## src/rtl/avfcl_pkg.sv

```systemverilog
// rtl/avfcl_pkg.sv - shared vop types, lane count and packed-word struct for the AVF trace path
package avfcl_pkg;

    typedef logic [3:0] vop_t;

    localparam vop_t VOP_NOP      = 4'd9;
    localparam int   NUM_LANES    = 2;
    localparam int   PACK_NIBBLES = 8;

    typedef struct packed {
        logic [4*PACK_NIBBLES-1:0]     data;
        logic [$clog2(PACK_NIBBLES):0] count;
    } vop_word_t;

    typedef enum logic {
        S_RUN,
        S_FLUSH_WAIT
    } packer_state_t;

endpackage

```

## src/rtl/vop_stream_packer_if.sv

```systemverilog
// rtl/vop_stream_packer_if.sv - vop lane input and packed-word output handshake bundle
interface vop_stream_packer_if
    import avfcl_pkg::*;
#(
    parameter int WORD_NIBBLES = PACK_NIBBLES
);
    logic                            stall;
    logic [NUM_LANES-1:0]            in_valid;
    vop_t [NUM_LANES-1:0]            vops;
    logic                            flush;
    logic                            in_ready;
    logic                            out_valid;
    logic [4*WORD_NIBBLES-1:0]       out_data;
    logic [$clog2(WORD_NIBBLES):0]   out_count;
    logic                            out_ready;

    modport master (
        output stall, in_valid, vops, flush, out_ready,
        input  in_ready, out_valid, out_data, out_count
    );

    modport slave (
        input  stall, in_valid, vops, flush, out_ready,
        output in_ready, out_valid, out_data, out_count
    );
endinterface

```

## src/rtl/vop_word_fifo.sv

```systemverilog
// rtl/vop_word_fifo.sv - completed-word FIFO with dual push, single pop and registered head
module vop_word_fifo
    import avfcl_pkg::*;
#(
    parameter int DEPTH = 4
) (
    input  logic                       clk,
    input  logic                       reset,
    input  logic                       push0,
    input  logic                       push1,
    input  vop_word_t                  data0,
    input  vop_word_t                  data1,
    input  logic                       pop,
    output logic                       head_valid,
    output vop_word_t                  head,
    output logic [$clog2(DEPTH):0]     occupancy
);
    localparam int PW = $clog2(DEPTH);

    vop_word_t       mem [DEPTH];
    logic [PW-1:0]   wr_ptr;
    logic [PW-1:0]   rd_ptr;
    logic [PW-1:0]   rd_ptr_n;
    logic [PW:0]     occ_after_pop;
    logic [PW:0]     occ_n;
    vop_word_t       head_n;

    // push1 is only ever raised together with push0, so it lands one slot behind
    always_comb begin
        rd_ptr_n      = rd_ptr + PW'(pop);
        occ_after_pop = occupancy - (PW+1)'(pop);
        occ_n         = occ_after_pop + (PW+1)'(push0) + (PW+1)'(push1);
        head_n        = '0;
        if (occ_after_pop != '0) begin
            head_n = mem[rd_ptr_n];
        end else if (push0) begin
            head_n = data0;
        end
    end

    always_ff @(posedge clk) begin
        if (push0) begin
            mem[wr_ptr] <= data0;
        end
        if (push1) begin
            mem[wr_ptr + PW'(1)] <= data1;
        end
    end

    always_ff @(posedge clk or posedge reset) begin
        if (reset) begin
            wr_ptr     <= '0;
            rd_ptr     <= '0;
            occupancy  <= '0;
            head_valid <= 1'b0;
            head       <= '0;
        end else begin
            wr_ptr     <= wr_ptr + PW'(push0) + PW'(push1);
            rd_ptr     <= rd_ptr_n;
            occupancy  <= occ_n;
            head_valid <= (occ_n != '0);
            head       <= head_n;
        end
    end
endmodule

```

## src/rtl/vop_stream_packer.sv

```systemverilog
// rtl/vop_stream_packer.sv - packs accepted two-lane vops in program order into trace words
module vop_stream_packer
    import avfcl_pkg::*;
#(
    parameter int WORD_NIBBLES = PACK_NIBBLES,
    parameter int FIFO_DEPTH   = 4
) (
    input  logic               clk,
    input  logic               reset,
    vop_stream_packer_if.slave bus
);
    localparam int FW = $clog2(WORD_NIBBLES);
    localparam int CW = FW + 1;
    localparam int PW = $clog2(FIFO_DEPTH);
    localparam logic [FW-1:0] FILL_LAST     = FW'(WORD_NIBBLES - 1);
    localparam logic [PW:0]   OCC_FULL      = (PW+1)'(FIFO_DEPTH);
    localparam logic [PW:0]   OCC_READY_MAX = (PW+1)'(FIFO_DEPTH - 2);

    packer_state_t              state, state_n;
    vop_t [WORD_NIBBLES-1:0]    acc, acc_n;
    logic [FW-1:0]              fill, fill_n;
    logic [PW:0]                occ;
    logic                       accept;
    logic                       do_flush;
    logic                       push0, push1;
    vop_word_t                  word0, word1;
    vop_word_t                  head;

    // two free entries cover a completed word plus a flushed remainder in one cycle
    assign bus.in_ready = (state == S_RUN) && (occ <= OCC_READY_MAX);
    assign accept       = bus.in_ready & ~bus.stall;

    always_comb begin
        acc_n    = acc;
        fill_n   = fill;
        state_n  = state;
        do_flush = 1'b0;
        push0    = 1'b0;
        push1    = 1'b0;
        word0    = '0;
        word1    = '0;

        for (int l = 0; l < NUM_LANES; l++) begin
            if (accept && bus.in_valid[l]) begin
                acc_n[fill_n] = bus.vops[l];
                if (fill_n == FILL_LAST) begin
                    push0                            = 1'b1;
                    word0.data[4*WORD_NIBBLES-1:0]   = acc_n;
                    word0.count[CW-1:0]              = CW'(WORD_NIBBLES);
                    acc_n                            = '0;
                    fill_n                           = '0;
                end else begin
                    fill_n = fill_n + FW'(1);
                end
            end
        end

        case (state)
            S_RUN: begin
                if (bus.flush) begin
                    if (accept) begin
                        do_flush = 1'b1;
                    end else begin
                        state_n = S_FLUSH_WAIT;
                    end
                end
            end
            S_FLUSH_WAIT: begin
                if (fill == '0) begin
                    state_n = S_RUN;
                end else if (occ < OCC_FULL) begin
                    do_flush = 1'b1;
                    state_n  = S_RUN;
                end
            end
            default: state_n = S_RUN;
        endcase

        if (do_flush && (fill_n != '0)) begin
            if (push0) begin
                push1                            = 1'b1;
                word1.data[4*WORD_NIBBLES-1:0]   = acc_n;
                word1.count[CW-1:0]              = {1'b0, fill_n};
            end else begin
                push0                            = 1'b1;
                word0.data[4*WORD_NIBBLES-1:0]   = acc_n;
                word0.count[CW-1:0]              = {1'b0, fill_n};
            end
            acc_n  = '0;
            fill_n = '0;
        end
    end

    always_ff @(posedge clk or posedge reset) begin
        if (reset) begin
            state <= S_RUN;
            acc   <= '0;
            fill  <= '0;
        end else begin
            state <= state_n;
            acc   <= acc_n;
            fill  <= fill_n;
        end
    end

    vop_word_fifo #(
        .DEPTH (FIFO_DEPTH)
    ) u_fifo (
        .clk        (clk),
        .reset      (reset),
        .push0      (push0),
        .push1      (push1),
        .data0      (word0),
        .data1      (word1),
        .pop        (bus.out_valid & bus.out_ready),
        .head_valid (bus.out_valid),
        .head       (head),
        .occupancy  (occ)
    );

    assign bus.out_data  = head.data[4*WORD_NIBBLES-1:0];
    assign bus.out_count = head.count[CW-1:0];
endmodule

```

## src/flat_wrapper.sv

```systemverilog
// flat-port wrapper written by rule: the top's interface ports become plain ports
module vop_stream_packer_flat import avfcl_pkg::*;
#(
    parameter int WORD_NIBBLES = PACK_NIBBLES,
    parameter int FIFO_DEPTH   = 4
)
  (clk, reset, bus_stall, bus_in_valid, bus_vops, bus_flush, bus_out_ready, bus_in_ready, bus_out_valid, bus_out_data, bus_out_count);
  vop_stream_packer_if #(.WORD_NIBBLES(WORD_NIBBLES)) bus_i ();
  input  logic clk;
  input  logic reset;
  input wire logic [$bits(bus_i.stall)-1:0] bus_stall;
  input wire logic [$bits(bus_i.in_valid)-1:0] bus_in_valid;
  input wire logic [$bits(bus_i.vops)-1:0] bus_vops;
  input wire logic [$bits(bus_i.flush)-1:0] bus_flush;
  input wire logic [$bits(bus_i.out_ready)-1:0] bus_out_ready;
  output wire logic [$bits(bus_i.in_ready)-1:0] bus_in_ready;
  output wire logic [$bits(bus_i.out_valid)-1:0] bus_out_valid;
  output wire logic [$bits(bus_i.out_data)-1:0] bus_out_data;
  output wire logic [$bits(bus_i.out_count)-1:0] bus_out_count;
  assign bus_i.stall = bus_stall;
  assign bus_i.in_valid = bus_in_valid;
  assign bus_i.vops = bus_vops;
  assign bus_i.flush = bus_flush;
  assign bus_i.out_ready = bus_out_ready;
  assign bus_in_ready = bus_i.in_ready;
  assign bus_out_valid = bus_i.out_valid;
  assign bus_out_data = bus_i.out_data;
  assign bus_out_count = bus_i.out_count;
  vop_stream_packer #(.WORD_NIBBLES(WORD_NIBBLES), .FIFO_DEPTH(FIFO_DEPTH)) u_core (.clk(clk), .reset(reset), .bus(bus_i));
endmodule
```

## config.mk

```make
export PLATFORM = sky130hd
export DESIGN_NAME = vop_stream_packer_flat
export DESIGN_NICKNAME = d
export VERILOG_FILES = /design/src/rtl/avfcl_pkg.sv /design/src/rtl/vop_stream_packer_if.sv /design/src/rtl/vop_word_fifo.sv /design/src/rtl/vop_stream_packer.sv /design/src/flat_wrapper.sv
export SDC_FILE = /design/constraint.sdc
export NUM_CORES = 1
export LEC_CHECK = 0
export CORE_ASPECT_RATIO = 1.25
export CORE_MARGIN = 2
export CORE_UTILIZATION = 30
export DETAILED_ROUTE_END_ITERATION = 10
export MAX_ROUTING_LAYER = met4
export SLEW_MARGIN = 15
export SYNTH_ARGS = -nofsm -noshare
export SYNTH_HDL_FRONTEND = slang
export SYNTH_HIERARCHICAL = 1
export SYNTH_SLANG_ARGS = --single-unit
```

## constraint.sdc

```tcl
create_clock -name clk -period 7 [get_ports clk]
set_clock_uncertainty 0.1 [all_clocks]
set_input_delay 2.1 -clock clk [delete_from_list [all_inputs] [get_ports clk]]
set_output_delay 2.1 -clock clk [all_outputs]
set_load 0.02 [all_outputs]
```

-- After elaboration in Yosys (flattened, before gate mapping)
Memory sizes are Yosys's and may differ from the RTL's.
Cells that the tools add are included.
Widths: inputs -> output; s select.
- logic and storage cells: 95
- input port bits: 15
- output and inout port bits: 38
- memories kept: 1
- bits in registers: 80
- RAM bits: 144
- memory list (name ; words ; width ; rd ports ; clocked after memory_dff ; wr ports ; line ; source):
    u_core.u_fifo.mem ; 4 ; 36 ; 1 ; 0 ; 2 ; vop_word_fifo.sv:20 ; vop_word_t mem [DEPTH];
- mux-type cells: 47
- bitwise gates (word level): 4
- $lt $le $gt $ge: 6
- reductions and logical operators: 10
- equal/unequal tests: 2
- add/subtract/negate cells: 9
- operator list (operator ; count):
    $mux 36 ; 10
    $mux 32 ; 5
    $bwmux 32 ; 2
    $demux 4 s3 ; 2
    $mux 1 ; 19
    $mux 3 ; 5
    $reduce_bool 3->1 ; 3
    $lt 3x4->1 const B ; 2
    $mux 4 ; 2
    $add 2x1->2 ; 3
    $add 3x1->3 ; 2
    $add 3x1->3 const B ; 2
    $eq 3x3->1 const B ; 2
    $ge 3x1->1 const B ; 2
    $logic_and 1x1->1 ; 6
    $pmux 1 s2 ; 2
    $le 3x2->1 const B ; 1
    $logic_not 3->1 ; 1
    $lt 3x3->1 const B ; 1
    $sub 3x1->3 ; 1
    $add 2x1->2 const B ; 1
    $and 1x1->1 ; 2
    $not 1->1 ; 2

-- Longest topological paths before layout
Gate-level depths: netlist (run 1).
- word-level depth: 16
- gate-level depth with buffers: 20
- mapped depth without buffers: 17

-- Hierarchy
The synthesis (run 1) kept the hierarchy.
- by module, submodules not included (module ; cells each ; area an instance (um^2) ; seq. area each (um^2) ; instances):
    vop_word_fifo ; 499 ; 8992.4 ; 5425.2 ; 1
    vop_stream_packer ; 650 ; 4540.6 ; 900.9 ; 1

-- Worst setup path after synthesis (run 1)
OpenSTA, ideal clock, no wires.
- kind: input-to-reg
- start: input bus_stall
- end: memory u_core/u_fifo/mem[0][0] in the netlist's numbering, enable pin
- slack: -0.947 ns
- arrival: 7.368 ns
- required time: 6.421 ns
- cell stages on the path: 17
- path buffers: 4
- library setup time: 0.479 ns
- cells stage by stage: a2111oi_4 nand2_1 clkbuf_1 clkbuf_1 nand2_1 o21ai_0 ha_1 ha_1 nand2_1 o31ai_1 a22o_1 o31ai_4 clkbuf_1 nand3_1 clkbuf_1 nand2b_1 o21ai_0
- RTL lines (element ; line ; source):
    start, declared ; flat_wrapper.sv:11 ; input wire logic [$bits(bus_i.stall)-1:0] bus_stall;
    end, declared ; vop_word_fifo.sv:20 ;

==> flow_summary.ini, run 1 <==
[power_and_ir_drop]
power.leakage_uw = 0.006116
p_per_area_nw_per_um2 = 353.8
max-vdd-ir-drop_mv = 0.3722
finalPower_uw = 5632

[final_layout]
seq_area_um2 = 6326
synthToLayoutAreaGrowth_pct = 17.63
fin_area_um2 = 15920
nets = 1288
utilization_pct = 35.50
fin_cells = 1858
antennaDiodeCount = 0
nFillCells = 4443
multi_input_area_um2 = 7078
drive_above_1_share_pct = 23.59

[floorplan]
initial_core_util_pct = 30.18
dieHeight_um = 241.5
dieArea_um2 = 46840
row_count = 87
pin_count = 53
die_w_um = 194.0
core_area_um2 = 44850

[critical_path]
worstPathArrival_ns = 6.11
startpoint = bus_stall
cp-endpoint = u_core/u_fifo/head[26]
crit_path_end_kind = flip-flop
crit_fanout = 15
worstRegToRegCells = 16
regToRegSetupSlack_ns = 2.30
cp-start-kind = input pin
rr_endpoint = u_core/u_fifo/head[26]
worstSetupPathType = in -> reg
cp.required_ns = 7.38
regToRegStartpoint = u_core/fill[0]

[placed_design]
gp_congestion = 0.8835
placed_area_um2 = 15110
numPlacedInstances = 1814
post-dp-hpwl_mm = 24.32
port_buffers = 52

[detailed_routing]
routed_wl_mm = 40.32
vias_per_cell = 5.466
drc_errors = 0
via_count = 10160
drt-met1-wl_mm = 16.25
top_layer = met4
drt_iter0_drc = 1051
wl_met2_mm = 19.51
drt_first_pass_iters = 6
ant_nets = 0
routedWlPerCell_um = 21.70
routed-wl-met3_mm = 2.899

[logic_synthesis]
synth_warnings = 6
synth_area_um2 = 13530
ys_async_sr_fraction_pct = 35.71
synth_edf_count = 144
postSynthAreaPerCell_um2 = 11.78
synth_cells = 1149
ys_ff_latch = 224
yosysSeqAreaShare_pct = 46.75
synth_ff_type = edfxtp_1
synth_cell_type_count = 67

[timing]
max_freq_ghz = 0.1745
whs_ns = 0.5779
min_period_ns = 5.729
worst_pin_slew_ns = 1.047
setup_viol = 0
drv_slew = 0
rsz0062_at_grt = no
hold_viol = 0
slew-limit-headroom_pct = 30.18
fin_crit_sh_pct = 81.84

[global_routing]
grt_pass1_vias = 10210
antenna_found_initial = 0
grt_pass1_wl_mm = 61.78
grt_usage_pct = 17.46
grt-ovfl-total = 0
grt_max_degree = 42

[cts]
post-cts-setup-buffers = 0
clock-sinks = 224
ctsHoldBuffers = 0
cts_tree = done
htree_levels = 1
cts-root-buf = clkbuf_16
cts.clk_slew.worst_paths_ns = 0.06
clock_path_buffers = 3
cts_buffers = 24
post_cts_resized = 0
clock_insertion_delay_worst_skew_ns = 0.55

[status]
outcome = finished, final reports clean

[job]
maxCapViolations = 0

[min_path]
hold_path_class = reg -> reg
==> synth_stat cells, drive strengths merged, types with 4 or more instances <==
library cell    n  area [um2]
a21oi          44       220.2
a22o           29       254.0
and2           74       462.9
buf            42       247.7
clkbuf         66       249.0
dfrtp          80        2002
edfxtp        144        4324
ha              9       112.6
inv            18       67.56
mux2          182        2049
mux2i          22       220.2
mux4           36       900.9
nand2          16       60.06
nand2b          8       50.05
nand3          63       325.3
nor2           32       120.1
nor2b          10       62.56
nor3           32       160.2
nor3b           7       52.55
nor4            7       43.79
o21ai         128       644.4
o2bb2ai         5       43.79
o311ai         21       183.9
o31a            5       43.79
o31ai           4       43.79
xnor2           5       51.30
==> where the power goes <==
part | internal, uW | leakage (uW) | total, uW | switching, uW
Clock | 759 | 0.000405 | 1330 | 569
Sequential | 1720 | 0.00222 | 1870 | 147
Combinational | 1130 | 0.00349 | 2440 | 1300
Total | 3610 | 0.00612 | 5630 | 2020
==> placed cells by master (no fill, tap or decap), types with 26 or more instances in the layout <==
master / instances
mux2_2: 182
edfxtp_1: 144
o21ai_0: 119
conb_1: 100
dfrtp_1: 80
and2_1: 73
nand3_1: 61
clkdlybuf4s50_1: 52
a21oi_1: 44
buf_4: 39
nor3_1: 32
a22o_1: 29
nor2_1: 28
clkbuf_16: 26
==> logic make-up after synthesis <==
kind of cell | Yosys count | synth area share [%]
AO/OA/AOI/OAI | 268 | 12.68
XOR/XNOR | 6 | 0.4438
adder cells (fa/ha/maj) | 11 | 1.128
buffers and inverters | 126 | 4.170
flip-flops | 224 | 46.75
multiplexers | 240 | 23.43
other | 1 | 0.02771
AND/OR/NAND/NOR | 273 | 11.38
==> how the worst min path moves through the flow <==
stage,start,end,cells past startpoint,slack (ns)
6_report,u_core/state,u_core/state,1,0.58
5_1_grt,u_core/state,u_core/state,1,0.61
4_1_cts,u_core/state,u_core/state,1,0.55
3_5_place_dp,u_core/state,u_core/state,1,0.54
3_3_place_gp,u_core/state,u_core/state,1,0.51
2_1_floorplan,u_core/u_fifo/rd_ptr[0],u_core/u_fifo/rd_ptr[0],1,0.38
==> cell type report <==
class	instances	area share, %
Timing Repair Buffer	96	5.738
Multi-Input combinational cell	898	44.46
Inverter	18	0.4244
Clock buffer	27	4.174
Clock inverter	17	0.9196
Tap cell	578	4.543
Sequential cell	224	39.74
==> critical path, stage by stage <==
cell and delay (ns):
clkdlybuf4s50_1 0.49, a2111o_1 0.40, nor2_1 0.17, o21ai_0 0.12, ha_1 0.21, ha_1 0.27
nand2_1 0.05, o31ai_1 0.12, a22o_1 0.25, o31ai_4 0.08, nor2_2 0.77, buf_4 0.41
a22o_1 0.34, and2_1 0.17, mux2_2 0.15
==> per-stage QoR <==
step / setup TNS (ns) / setup slack (ns)
2_1_floorplan: -68.20 / -0.9472
3_3_place_gp: 0 / 0.7649
3_5_place_dp: 0 / 0.7592
4_1_cts: 0 / 1.316
5_1_grt: 0 / 1.051
6_report: 0 / 1.271
==> flip-flops by register name (all words and copies together), names as in the netlist, 2 cells and up <==
register	flops
u_core/acc	32
u_core/fill	3
u_core/u_fifo/head	36
u_core/u_fifo/mem	144
u_core/u_fifo/occupancy	3
u_core/u_fifo/rd_ptr	2
u_core/u_fifo/wr_ptr	2
==> layer usage <==
metal | vias up | GRT usage [%]
li1 | 4543 | -
met4 | 0 | 7.920
met3 | 102 | 2.729
met1 | 5028 | 20.96
met5 | - | -
met2 | 482 | 29.08
No activity file was read; power rests on OpenSTA's default activity.
==> run 2: changes to the inputs <==
Clock period 7 ns to 4.99 ns, I/O delays scaled along.
==> flow_summary.ini, run 2 (same netlist as run 1, synthesis figures left out) <==
[status]
outcome = finished, final reports clean

[job]
maxCapViolations = 0

[detailed_routing]
via_count = 10460
routed_wl_mm = 41.90
vias_per_cell = 5.471
drt_first_pass_iters = 5
ant_nets = 0
routedWlPerCell_um = 21.91
drt_iter0_drc = 926
drc_errors = 0

[min_path]
hold_path_class = reg -> reg
hp-start = u_core/state

[global_routing]
grt_pass1_wl_mm = 64.07
grt.met1_usage_pct = 22.44
antenna_found_initial = 0
use_met3_pct = 2.645
grt_max_degree = 43
grt_pass1_vias = 10600
grt_usage_pct = 18.17
busiest_layer = met2
grt-ovfl-total = 0
grt_use_met2_pct = 29.89

[critical_path]
regToRegStartpoint = u_core/fill[0]
worstSetupPathType = in -> reg
cp-start-kind = input pin
worstPathArrival_ns = 5.09
crit_path_end_kind = flip-flop
startpoint = bus_stall
crit_fanout = 5
cp.required_ns = 5.30

[floorplan]
pin_count = 53
die_w_um = 194.0
dieHeight_um = 241.5
dieArea_um2 = 46840
initial_core_util_pct = 30.18
core_area_um2 = 44850
row_count = 87

[cts]
clock_insertion_delay_worst_skew_ns = 0.53
cts-root-buf = clkbuf_16
cts_tree = done
htree_levels = 1
cts_buffers = 22
clock_path_buffers = 3
cts.clk_slew.worst_paths_ns = 0.07
clock-sinks = 224
post-cts-setup-buffers = 0
ctsHoldBuffers = 0
post_cts_resized = 0

[final_layout]
synthToLayoutAreaGrowth_pct = 22.54
layout_commonest_cell = mux2_2
largest_reg_flops = 144
final_cell_mix = 159 x mux2_2, 144 x edfxtp_1, 117 x o21ai_0
nFillCells = 4374
fin_area_um2 = 16580
nets = 1344
top_register = u_core/u_fifo/mem
antennaDiodeCount = 0
top_regs = u_core/u_fifo/mem: 144 flops, u_core/u_fifo/head: 36 flops, u_core/acc: 32 flops
drive_above_1_share_pct = 26.91
utilization_pct = 36.98

[timing]
final.setup.tns_ns = 0
hold_viol = 0
whs_ns = 0.5606
worst_pin_slew_ns = 0.9252
slew-limit-headroom_pct = 38.25
fin_crit_sh_pct = 95.87
min_period_ns = 4.784
max_freq_ghz = 0.2090
drv_slew = 0
setup_viol = 0
rsz0062_at_grt = no

[placed_design]
post-dp-hpwl_mm = 26.34
placed_area_um2 = 15850
port_buffers = 52
gp_congestion = 0.8728

[power_and_ir_drop]
max-vdd-ir-drop_mv = 0.4051
power.leakage_uw = 0.006424
p_per_area_nw_per_um2 = 476.1
[run 2: changes by cell type in the layout (fill, tap and decap cells not counted), moves of 3 or more]
cell | before | now
buf_12 | 5 | 18
buf_4 | 39 | 83
clkbuf_1 | 0 | 7
clkbuf_16 | 26 | 23
clkinv_2 | 10 | 2
mux2_2 | 182 | 159
mux2_4 | 0 | 23
[run 2: final cells by class]
cell class	instances	area [um2]	area share [%]
sequential	224	6326	38.15
inverter	18	75.07	0.4527
clock inverter	8	97.59	0.5885
clock buffer	32	629.4	3.795
tap	578	723.2	4.361
multi-input combinational	898	7217	43.52
timing repair buffer	154	1515	9.137
[run 2: worst max-delay path, cell delays in order]
cell	delay, ns
clkdlybuf4s50_1	0.42
a2111o_1	0.41
nor2_2	0.18
nand3_1	0.09
o21ai_0	0.09
ha_2	0.20
ha_1	0.23
nand2_1	0.08
o31ai_2	0.09
a22o_1	0.24
o31a_1	0.33
nand2_1	0.19
inv_8	0.06
fa_2	0.36
ha_4	0.17
xnor2_1	0.13
or3_1	0.32
[run 2: final timing paths]
check                                      endpoint  slack, ns  cells after the start
max                        u_core/u_fifo/head_valid       0.21                     17
min                                    u_core/state       0.56                      1
max reg2reg                u_core/u_fifo/head_valid       0.78                     17
min reg2reg                            u_core/state       0.56                      1
max in group asynchronous            u_core/acc[21]       2.46                      3
min in group asynchronous    u_core/u_fifo/head[12]       1.20                      2
[run 2: where the power goes]
| group | switching, uW | internal (uW) |
|---|---|---|
| Clock | 738 | 983 |
| Sequential | 200 | 2410 |
| Combinational | 1860 | 1700 |
[run 2: metrics by stage]
step / instances / power [uW] / setup WS (ns)
after global placement: 1872 / 6155 / -0.3336
after CTS: 1912 / 7967 / 0.1929
after detailed placement: 1872 / 6225 / -0.3382
after floorplan: 1248 / 5077 / -0.07644
final: 1912 / 7895 / 0.2063
after global routing: 1912 / 8307 / 0.02000
[run 2: routing by layer]
| layer | up-vias | wire length, um |
|---|---|---|
| li1 | 4647 | - |
| met5 | - | 0 |
| met1 | 5214 | 16790 |
| met4 | 0 | 1675 |
| met3 | 112 | 2977 |
| met2 | 488 | 20460 |
